===== config.mk =====
export PLATFORM = sky130hd
export DESIGN_NAME = ram_fifo_controller
export DESIGN_NICKNAME = d
export VERILOG_FILES = /design/src/rtl/memory_pkg.sv /design/src/rtl/fifo_prefetch_buffer.sv /design/src/rtl/ram_fifo_controller.sv
export SDC_FILE = /design/constraint.sdc
export NUM_CORES = 1
export LEC_CHECK = 0
export CORE_MARGIN = 10
export CORE_UTILIZATION = 35
export CTS_BUF_LIST = sky130_fd_sc_hd__clkbuf_16
export DETAILED_ROUTE_END_ITERATION = 10
export GPL_TIMING_DRIVEN = 0
export PLACE_DENSITY_LB_ADDON = 0.08
export SLEW_MARGIN = 20
export SYNTH_ARGS = -nofsm -noshare
export SYNTH_HDL_FRONTEND = slang
export SYNTH_SLANG_ARGS = --single-unit

===== constraint.sdc =====
create_clock -name ipClk -period 4 [get_ports ipClk]
set_input_delay 0.6 -clock ipClk [delete_from_list [all_inputs] [get_ports ipClk]]
set_output_delay 0.6 -clock ipClk [all_outputs]
set_load 0.01 [all_outputs]

===== src/rtl/memory_pkg.sv =====
// Shared constants for the RAM-backed FIFO controller and its prefetch buffer.
package memory_pkg;

  localparam int RamReadLatency = 1;
  localparam int PrefetchSlots  = 2;

  // Width of a counter that can hold the RAM contents plus one in-flight read
  // and every prefetch slot.
  function automatic int CountWidth(input int depth);
    return $clog2(depth + PrefetchSlots + 1);
  endfunction

endpackage


===== src/rtl/fifo_prefetch_buffer.sv =====
// Two-entry register FIFO that holds words returned by the RAM read port so the
// head of the queue is always available combinationally from registers.
module fifo_prefetch_buffer
  import memory_pkg::*;
#(
  parameter int Width = 8,
  localparam int SlotW = $clog2(PrefetchSlots + 1)
) (
  input  logic             ipClk,
  input  logic             ipReset,
  input  logic             ipPush,
  input  logic [Width-1:0] ipPushData,
  input  logic             ipPop,
  output logic [Width-1:0] opHeadData,
  output logic [SlotW-1:0] opCount
);

  logic [Width-1:0] r_mem [2];
  logic             r_head;
  logic             r_tail;
  logic [SlotW-1:0] r_count;

  // Storage is left unreset; the count alone decides what is valid.
  always_ff @(posedge ipClk) begin
    if (ipReset) begin
      r_head  <= 1'b0;
      r_tail  <= 1'b0;
      r_count <= '0;
    end else begin
      if (ipPush) begin
        r_mem[r_tail] <= ipPushData;
        r_tail        <= ~r_tail;
      end
      if (ipPop) begin
        r_head <= ~r_head;
      end
      r_count <= r_count + SlotW'(ipPush) - SlotW'(ipPop);
    end
  end

  assign opHeadData = r_mem[r_head];
  assign opCount    = r_count;

endmodule


===== src/rtl/ram_fifo_controller.sv =====
// FIFO controller driving a dual-port RAM (port A writes, port B reads) with a
// first-word-fall-through output fed by a small prefetch buffer.
module ram_fifo_controller
  import memory_pkg::*;
#(
  parameter int Width = 8,
  parameter int Depth = 1024,
  localparam int AW      = $clog2(Depth),
  localparam int CntW    = CountWidth(Depth),
  localparam int RamCntW = $clog2(Depth + 1)
) (
  input  logic             ipClk,
  input  logic             ipReset,
  input  logic [Width-1:0] ipWrData,
  input  logic             ipWrValid,
  output logic             opWrReady,
  output logic [Width-1:0] opRdData,
  output logic             opRdValid,
  input  logic             ipRdReady,
  output logic [CntW-1:0]  opCount,
  output logic             opRamClkEnable_A,
  output logic [AW-1:0]    opRamAddress_A,
  output logic [Width-1:0] opRamWrData_A,
  output logic             opRamWrEnable_A,
  output logic             opRamClkEnable_B,
  output logic [AW-1:0]    opRamAddress_B,
  output logic [Width-1:0] opRamWrData_B,
  output logic             opRamWrEnable_B,
  input  logic [Width-1:0] ipRamRdData_B
);

  logic [AW-1:0]      r_wrPtr;
  logic [AW-1:0]      r_rdPtr;
  logic [RamCntW-1:0] r_ramCount;
  logic               r_inflight;
  logic [CntW-1:0]    r_count;

  logic               w_wrFire;
  logic               w_rdIssue;
  logic               w_pop;
  logic [1:0]         w_bufCount;

  function automatic logic [AW-1:0] nextPtr(input logic [AW-1:0] ptr);
    return (ptr == AW'(Depth - 1)) ? '0 : ptr + AW'(1);
  endfunction

  assign opWrReady = !ipReset && (r_ramCount < RamCntW'(Depth));
  assign w_wrFire  = ipWrValid && opWrReady;
  assign opRdValid = (w_bufCount != 2'd0);
  assign w_pop     = opRdValid && ipRdReady;

  // A read is launched only when its word is guaranteed a buffer slot on
  // arrival, counting the slot freed by a pop happening this same cycle.
  assign w_rdIssue = !ipReset && (r_ramCount != '0) &&
                     (({1'b0, w_bufCount} + {2'b00, r_inflight}) < (3'd2 + {2'b00, w_pop}));

  assign opRamClkEnable_A = w_wrFire;
  assign opRamWrEnable_A  = w_wrFire;
  assign opRamAddress_A   = r_wrPtr;
  assign opRamWrData_A    = ipWrData;

  assign opRamClkEnable_B = w_rdIssue;
  assign opRamAddress_B   = r_rdPtr;
  assign opRamWrData_B    = '0;
  assign opRamWrEnable_B  = 1'b0;

  always_ff @(posedge ipClk) begin
    if (ipReset) begin
      r_wrPtr    <= '0;
      r_rdPtr    <= '0;
      r_ramCount <= '0;
      r_inflight <= 1'b0;
      r_count    <= '0;
    end else begin
      if (w_wrFire) begin
        r_wrPtr <= nextPtr(r_wrPtr);
      end
      if (w_rdIssue) begin
        r_rdPtr <= nextPtr(r_rdPtr);
      end
      r_ramCount <= r_ramCount + RamCntW'(w_wrFire) - RamCntW'(w_rdIssue);
      r_inflight <= w_rdIssue;
      // Total occupancy only changes at the two stream handshakes.
      r_count    <= r_count + CntW'(w_wrFire) - CntW'(w_pop);
    end
  end

  assign opCount = r_count;

  fifo_prefetch_buffer #(
    .Width(Width)
  ) u_buffer (
    .ipClk      (ipClk),
    .ipReset    (ipReset),
    .ipPush     (r_inflight),
    .ipPushData (ipRamRdData_B),
    .ipPop      (w_pop),
    .opHeadData (opRdData),
    .opCount    (w_bufCount)
  );

endmodule


# Word-level counts from Yosys, hierarchy flattened
# Memories as Yosys holds them, arrays and structs flattened. A register that Yosys moved wholly into a read port is not among the register bits.
# Cells that the tools add are included.
# Widths: inputs -> output; s select.
[word_totals]
register_bits = 47
wordCells = 40
n_memories = 1
out_inout_bits = 61
ramBits = 16
in_bits = 20
[op_classes]
n_reduce_logical = 8
muxes = 7
order_cmp = 2
n_eq_ne = 2
n_addsub = 10
bitwise_logic = 2
[mem_list]
columns = ["name", "words", "width", "read_ports", "rd_clocked_by_memory_dff", "write_ports", "line_no", "source"]
rows = [
  ["u_buffer.r_mem", 2, 8, 1, 1, 1, "fifo_prefetch_buffer.sv:18", "logic [Width-1:0] r_mem [2];"],
]
[ops]
columns = ["op", "count"]
rows = [
  ["$add 11x1->11", 2],
  ["$sub 11x1->11", 2],
  ["$add 10x1->10 const B", 2],
  ["$eq 10x10->1 const B", 2],
  ["$mux 10", 2],
  ["$lt 11x11->1 const B", 1],
  ["$reduce_bool 11->1", 1],
  ["$logic_and 1x1->1", 5],
  ["$mux 1", 5],
  ["$add 2x1->3", 1],
  ["$add 2x1->3 const A", 1],
  ["$lt 3x3->1", 1],
  ["$add 2x1->2", 1],
  ["$not 1->1", 2],
  ["$reduce_bool 2->1", 1],
  ["$sub 2x1->2", 1],
  ["$logic_not 1->1", 1],
]

# Depth between registers and ports, before layout
[logic_depth]
depth_word = 6
depth_mapped = 16
depth_no_buf = 15

# Modules after synthesis
# A second synthesis with hierarchy kept.
[unflattened]
cells_unflattened = 377
area_unflattened_um2 = 3549.7
[by_module_without_submodules]
columns = ["module", "area_each_um2", "cells_per_inst", "n_inst"]
rows = [
  ["ram_fifo_controller", 2761.4, 333, 1],
  ["fifo_prefetch_buffer", 788.3, 44, 1],
]

# Worst setup path before layout
# Ideal clock, no wire load.
[synth_path]
kind = "reg2reg"
startpoint = "reg r_ramCount[8]"
endpoint = "reg r_ramCount[10]"
path_slack_ns = 0.674
setup_ns = 0.121
required_ns = 3.879
path_stages_with_launch = 17
arrival_ns = 3.204
synth_period_minus_slack_ns = 3.326
path_buffers = 1
cell_sequence = "dfxtp_1 inv_1 ha_1 and4b_1 a311o_1 buf_6 nor2_1 ha_1 inv_1 ha_1 inv_1 fa_1 nor2b_1 o311ai_2 a211oi_1 or4_1 o21ai_0"
[synth_via]
word_cells_on_any_way = 8
cone_classes = "add/sub (2); order compare (1); reduce/logical (5)"
[synth_lines]
columns = ["item", "line_no", "source"]
rows = [
  ["from (decl)", "ram_fifo_controller.sv:34", "logic [RamCntW-1:0] r_ramCount;"],
  ["from (signal assigned)", "ram_fifo_controller.sv:81", "r_ramCount <= r_ramCount + RamCntW'(w_wrFire) - RamCntW'(w_rdIssue);"],
  ["$reduce_bool 11->1", "ram_fifo_controller.sv:54", "assign w_rdIssue = !ipReset && (r_ramCount != '0) &&"],
  ["$logic_and 1x1->1 (2 in a row)", "ram_fifo_controller.sv:54", ""],
  ["via opRamClkEnable_B", "ram_fifo_controller.sv:25", "output logic opRamClkEnable_B,"],
  ["$sub 11x1->11", "ram_fifo_controller.sv:81", ""],
]
# The timed path passes the listed nets, and every way through them passes these cells.
# A chain may end at the register's enable or synchronous reset.

# Worst setup path in the final report
[layout_path]
startpoint = "in ipReset"
endpoint = "reg r_count[8], in the netlist opCount[8]"
[layout_via]
elab_chain_cells = 5
[layout_lines]
columns = ["item", "line_no", "source"]
rows = [
  ["from (decl)", "ram_fifo_controller.sv:13", "input logic ipReset,"],
  ["$logic_not 1->1", "ram_fifo_controller.sv:47", "assign opWrReady = !ipReset && (r_ramCount < RamCntW'(Depth));"],
  ["$logic_and 1x1->1", "ram_fifo_controller.sv:47", ""],
  ["$logic_and 1x1->1", "ram_fifo_controller.sv:48", "assign w_wrFire = ipWrValid && opWrReady;"],
  ["$add 11x1->11", "ram_fifo_controller.sv:84", "r_count <= r_count + CntW'(w_wrFire) - CntW'(w_pop);"],
  ["$sub 11x1->11", "ram_fifo_controller.sv:84", ""],
  ["to (signal assigned)", "ram_fifo_controller.sv:84", ""],
  ["to (decl)", "ram_fifo_controller.sv:36", "logic [CntW-1:0] r_count;"],
]
# Parallel ways exist; a longest one is shown, timed or not.

==> flow_summary.ini <==
[power]
peakVddDrop_mv = 0.358
p_leak_nw = 1.87
power.density_nw_per_um2 = 732
total_power_mw = 3.49

[grt]
grt_pass1_wl_mm = 13.8
grt_max_degree = 13
grtUsageTotal_pct = 11.5
met2_usage_pct = 18.7
met3_usage_pct = 3.84
antenna_found_initial = 0
gr-total-overflow = 0
use_met1_pct = 13.8
grt_pass1_vias = 2929
top_usage_layer = met2

[yosys]
ys_ff_latch = 64
seq_area_frac_synth_pct = 39.7
synth_edf_count = 16
syn-cell-area_um2 = 3630
synthCells = 383
avgSynthCellArea_um2 = 9.48
ys.flop_type = dfxtp_1
synth_cell_types = 51
ys.warnings.count = 0
async_flop_share_pct = 0

[route]
drt-total-wl_mm = 8.29
detail_route.iter0.violations = 72
num_vias = 2873
ant_nets = 0
wl_per_cell_um = 13.7
drtPass1Iterations = 6
drc = 0
vias_per_cell = 4.74

[sta]
timing.final.crit_share_pct = 93.7
setup_viol = 0
rsz0062_at_grt = no
finalMaxSlewViolations = 0
post-route-min-period_ps = 3750
max_freq_mhz = 267
skew_ps = 4.36
slew_headroom_pct = 54.3
max_slew.worst_pin.slew_ps = 685
setup_ws_ps = 252
hold_violations = 0

[layout]
syn2layout_area_growth_pct = 31.3
diodes = 0
finalNetCount = 519
drive_gt1_share_pct = 12.6
stdcell_count = 606

[placed_design]
globalplace.congestion = 0.809
post-place-ws_ps = -160
post-place-cells = 590
dp_hpwl_mm = 6.29
io_buffers = 63

[floorplanning]
chipWidth_um = 122
boundaryPins = 81
start_util_pct = 35.5
coreArea_um2 = 10200
die_area_um2 = 14900
rows = 37
die_h_um = 122

[worst_setup_path]
critPathRequiredTime_ps = 4210
cp.arrival_ps = 3960
worst-setup-path-type = in2reg
cp_max_fo = 12
r2r_setup_slack_ps = 460
critPathCaptureType = flop
cp-start-kind = input pin

[cts]
hold_buffers = 0
cts_root_buffer = clkbuf_16
clock_path_buffers = 2
cts_max_level = 3
numCtsBuffers = 9
cts_tree = done
post_cts_buffers = 0
clock_latency_ps = 320
clkTransAtPathRegs_ps = 50
clock_sinks = 64

[min_path]
holdCritPathClass = reg2reg

[job]
cap_violations = 0

[run_status]
status = finished, final reports clean
[registers in the layout (all words and copies together) (netlist names), named ones only]
name	cells
u_buffer.r_mem	16
opRamAddress_B	10
u_buffer.r_tail	1
opCount	11
u_buffer.r_head	1
opRamAddress_A	10
r_ramCount	11
r_inflight	1
u_buffer.opCount	2
[worst max-delay path: stages]
cell and delay (ps):
clkdlybuf4s50_1 580, nor3b_1 330, clkbuf_4 290, inv_1 60, ha_1 270, inv_1 40, ha_1 180, inv_1 70
fa_1 170, nor2b_1 70, o31a_1 290, or4_1 400, a31oi_1 230, mux2_2 350
[cells by family after synthesis]
kind of cell	Yosys count	share of synthesized area [%]
buffers and inverters	61	8.44
adders and majority gates	34	12.1
xor gates and xnor gates	28	6.75
and+or+nand+nor	125	18.5
muxes	11	3.41
DFF	64	39.7
AOI/OAI and AO/OA	59	11.0
other	1	0.103
[final timing paths]
| path | startpoint | to | cells past startpoint |
|---|---|---|---|
| setup / recovery | ipReset | opCount[8] | 14 |
| hold / removal | u_buffer.r_head | u_buffer.r_head | 2 |
| setup reg to reg | r_ramCount[4] | r_ramCount[8] | 16 |
| hold reg to reg | u_buffer.r_head | u_buffer.r_head | 2 |
[cell usage after synthesis (all sizes together), types with 2 or more instances]
| cell type | count | share of area [%] |
|---|---|---|
| o21ai | 16 | 2.2 |
| xnor2 | 14 | 3.4 |
| nor4 | 4 | 1.7 |
| nor3b | 2 | 0.41 |
| o41ai | 2 | 1.0 |
| xor2 | 14 | 3.4 |
| nand2b | 4 | 0.69 |
| fa | 2 | 1.1 |
| clkbuf | 2 | 0.21 |
| or2 | 2 | 0.34 |
| o31a | 2 | 0.48 |
| nand2 | 19 | 2.0 |
| inv | 35 | 3.6 |
| a21oi | 17 | 2.3 |
| nor3 | 9 | 1.2 |
| nand4 | 6 | 1.0 |
| or3 | 4 | 0.69 |
| o21a | 6 | 1.2 |
| a31oi | 2 | 0.34 |
| nor2b | 11 | 1.9 |
| ha | 32 | 11 |
| o211ai | 2 | 0.41 |
| nand3 | 10 | 1.4 |
| a211oi | 4 | 0.83 |
| dfxtp | 48 | 26 |
| and3 | 4 | 0.69 |
| edfxtp | 16 | 13 |
| nor2 | 42 | 4.3 |
| or4 | 3 | 0.62 |
| mux2 | 11 | 3.4 |
| buf | 24 | 4.6 |
[layout by cell type, fill, tap and decap left out, types with 11 or more instances in the layout]
cell / n
nor2b_1: 11
nand2_1: 19
inv_1: 35
a21oi_1: 17
buf_4: 18
clkdlybuf4s50_1: 63
dfxtp_1: 48
xnor2_1: 14
nor2_1: 41
o21ai_0: 16
ha_1: 32
mux2_2: 11
xor2_1: 14
edfxtp_1: 16
[metal layers]
metal | vias up | part of all wire [%]
li1 | 1464 | -
met1 | 1339 | 46
met2 | 60 | 47
met3 | 10 | 5.9
met4 | 0 | 1.1
met5 | - | 0
[layout make-up]
cell class	instances	area (µm²)
buffer	26	178
inverter	35	131
timing repair buffer	63	631
clock buffer	9	225
tap	136	170
fill	973	5460
clock inverter	7	72.6
sequential	64	1440
multi-input combinational	266	1920
[per-stage QoR]
stage          cell area, µm²  TNS [ps]  hold slack, ps  util [%]
6_report                 4770         0             503      46.6
2_1_floorplan            3660         0             472         -
3_3_place_gp             4460      -416             488      43.6
5_1_grt                  4770         0             532      46.6
3_5_place_dp             4470      -507             491      43.7
4_1_cts                  4770         0             506      46.6
[report_power, final]
part	internal (mW)	switching [mW]	total (mW)
logic	0.862	0.924	1.79
clock network	0.481	0.286	0.767
registers	0.829	0.109	0.938
[repair_timing]
item	in CTS	in global routing
setup endpoints to repair	0	3
resized for setup	0	2
hold endpoints to repair	0	0
Power figures use the tool's default switching activity.
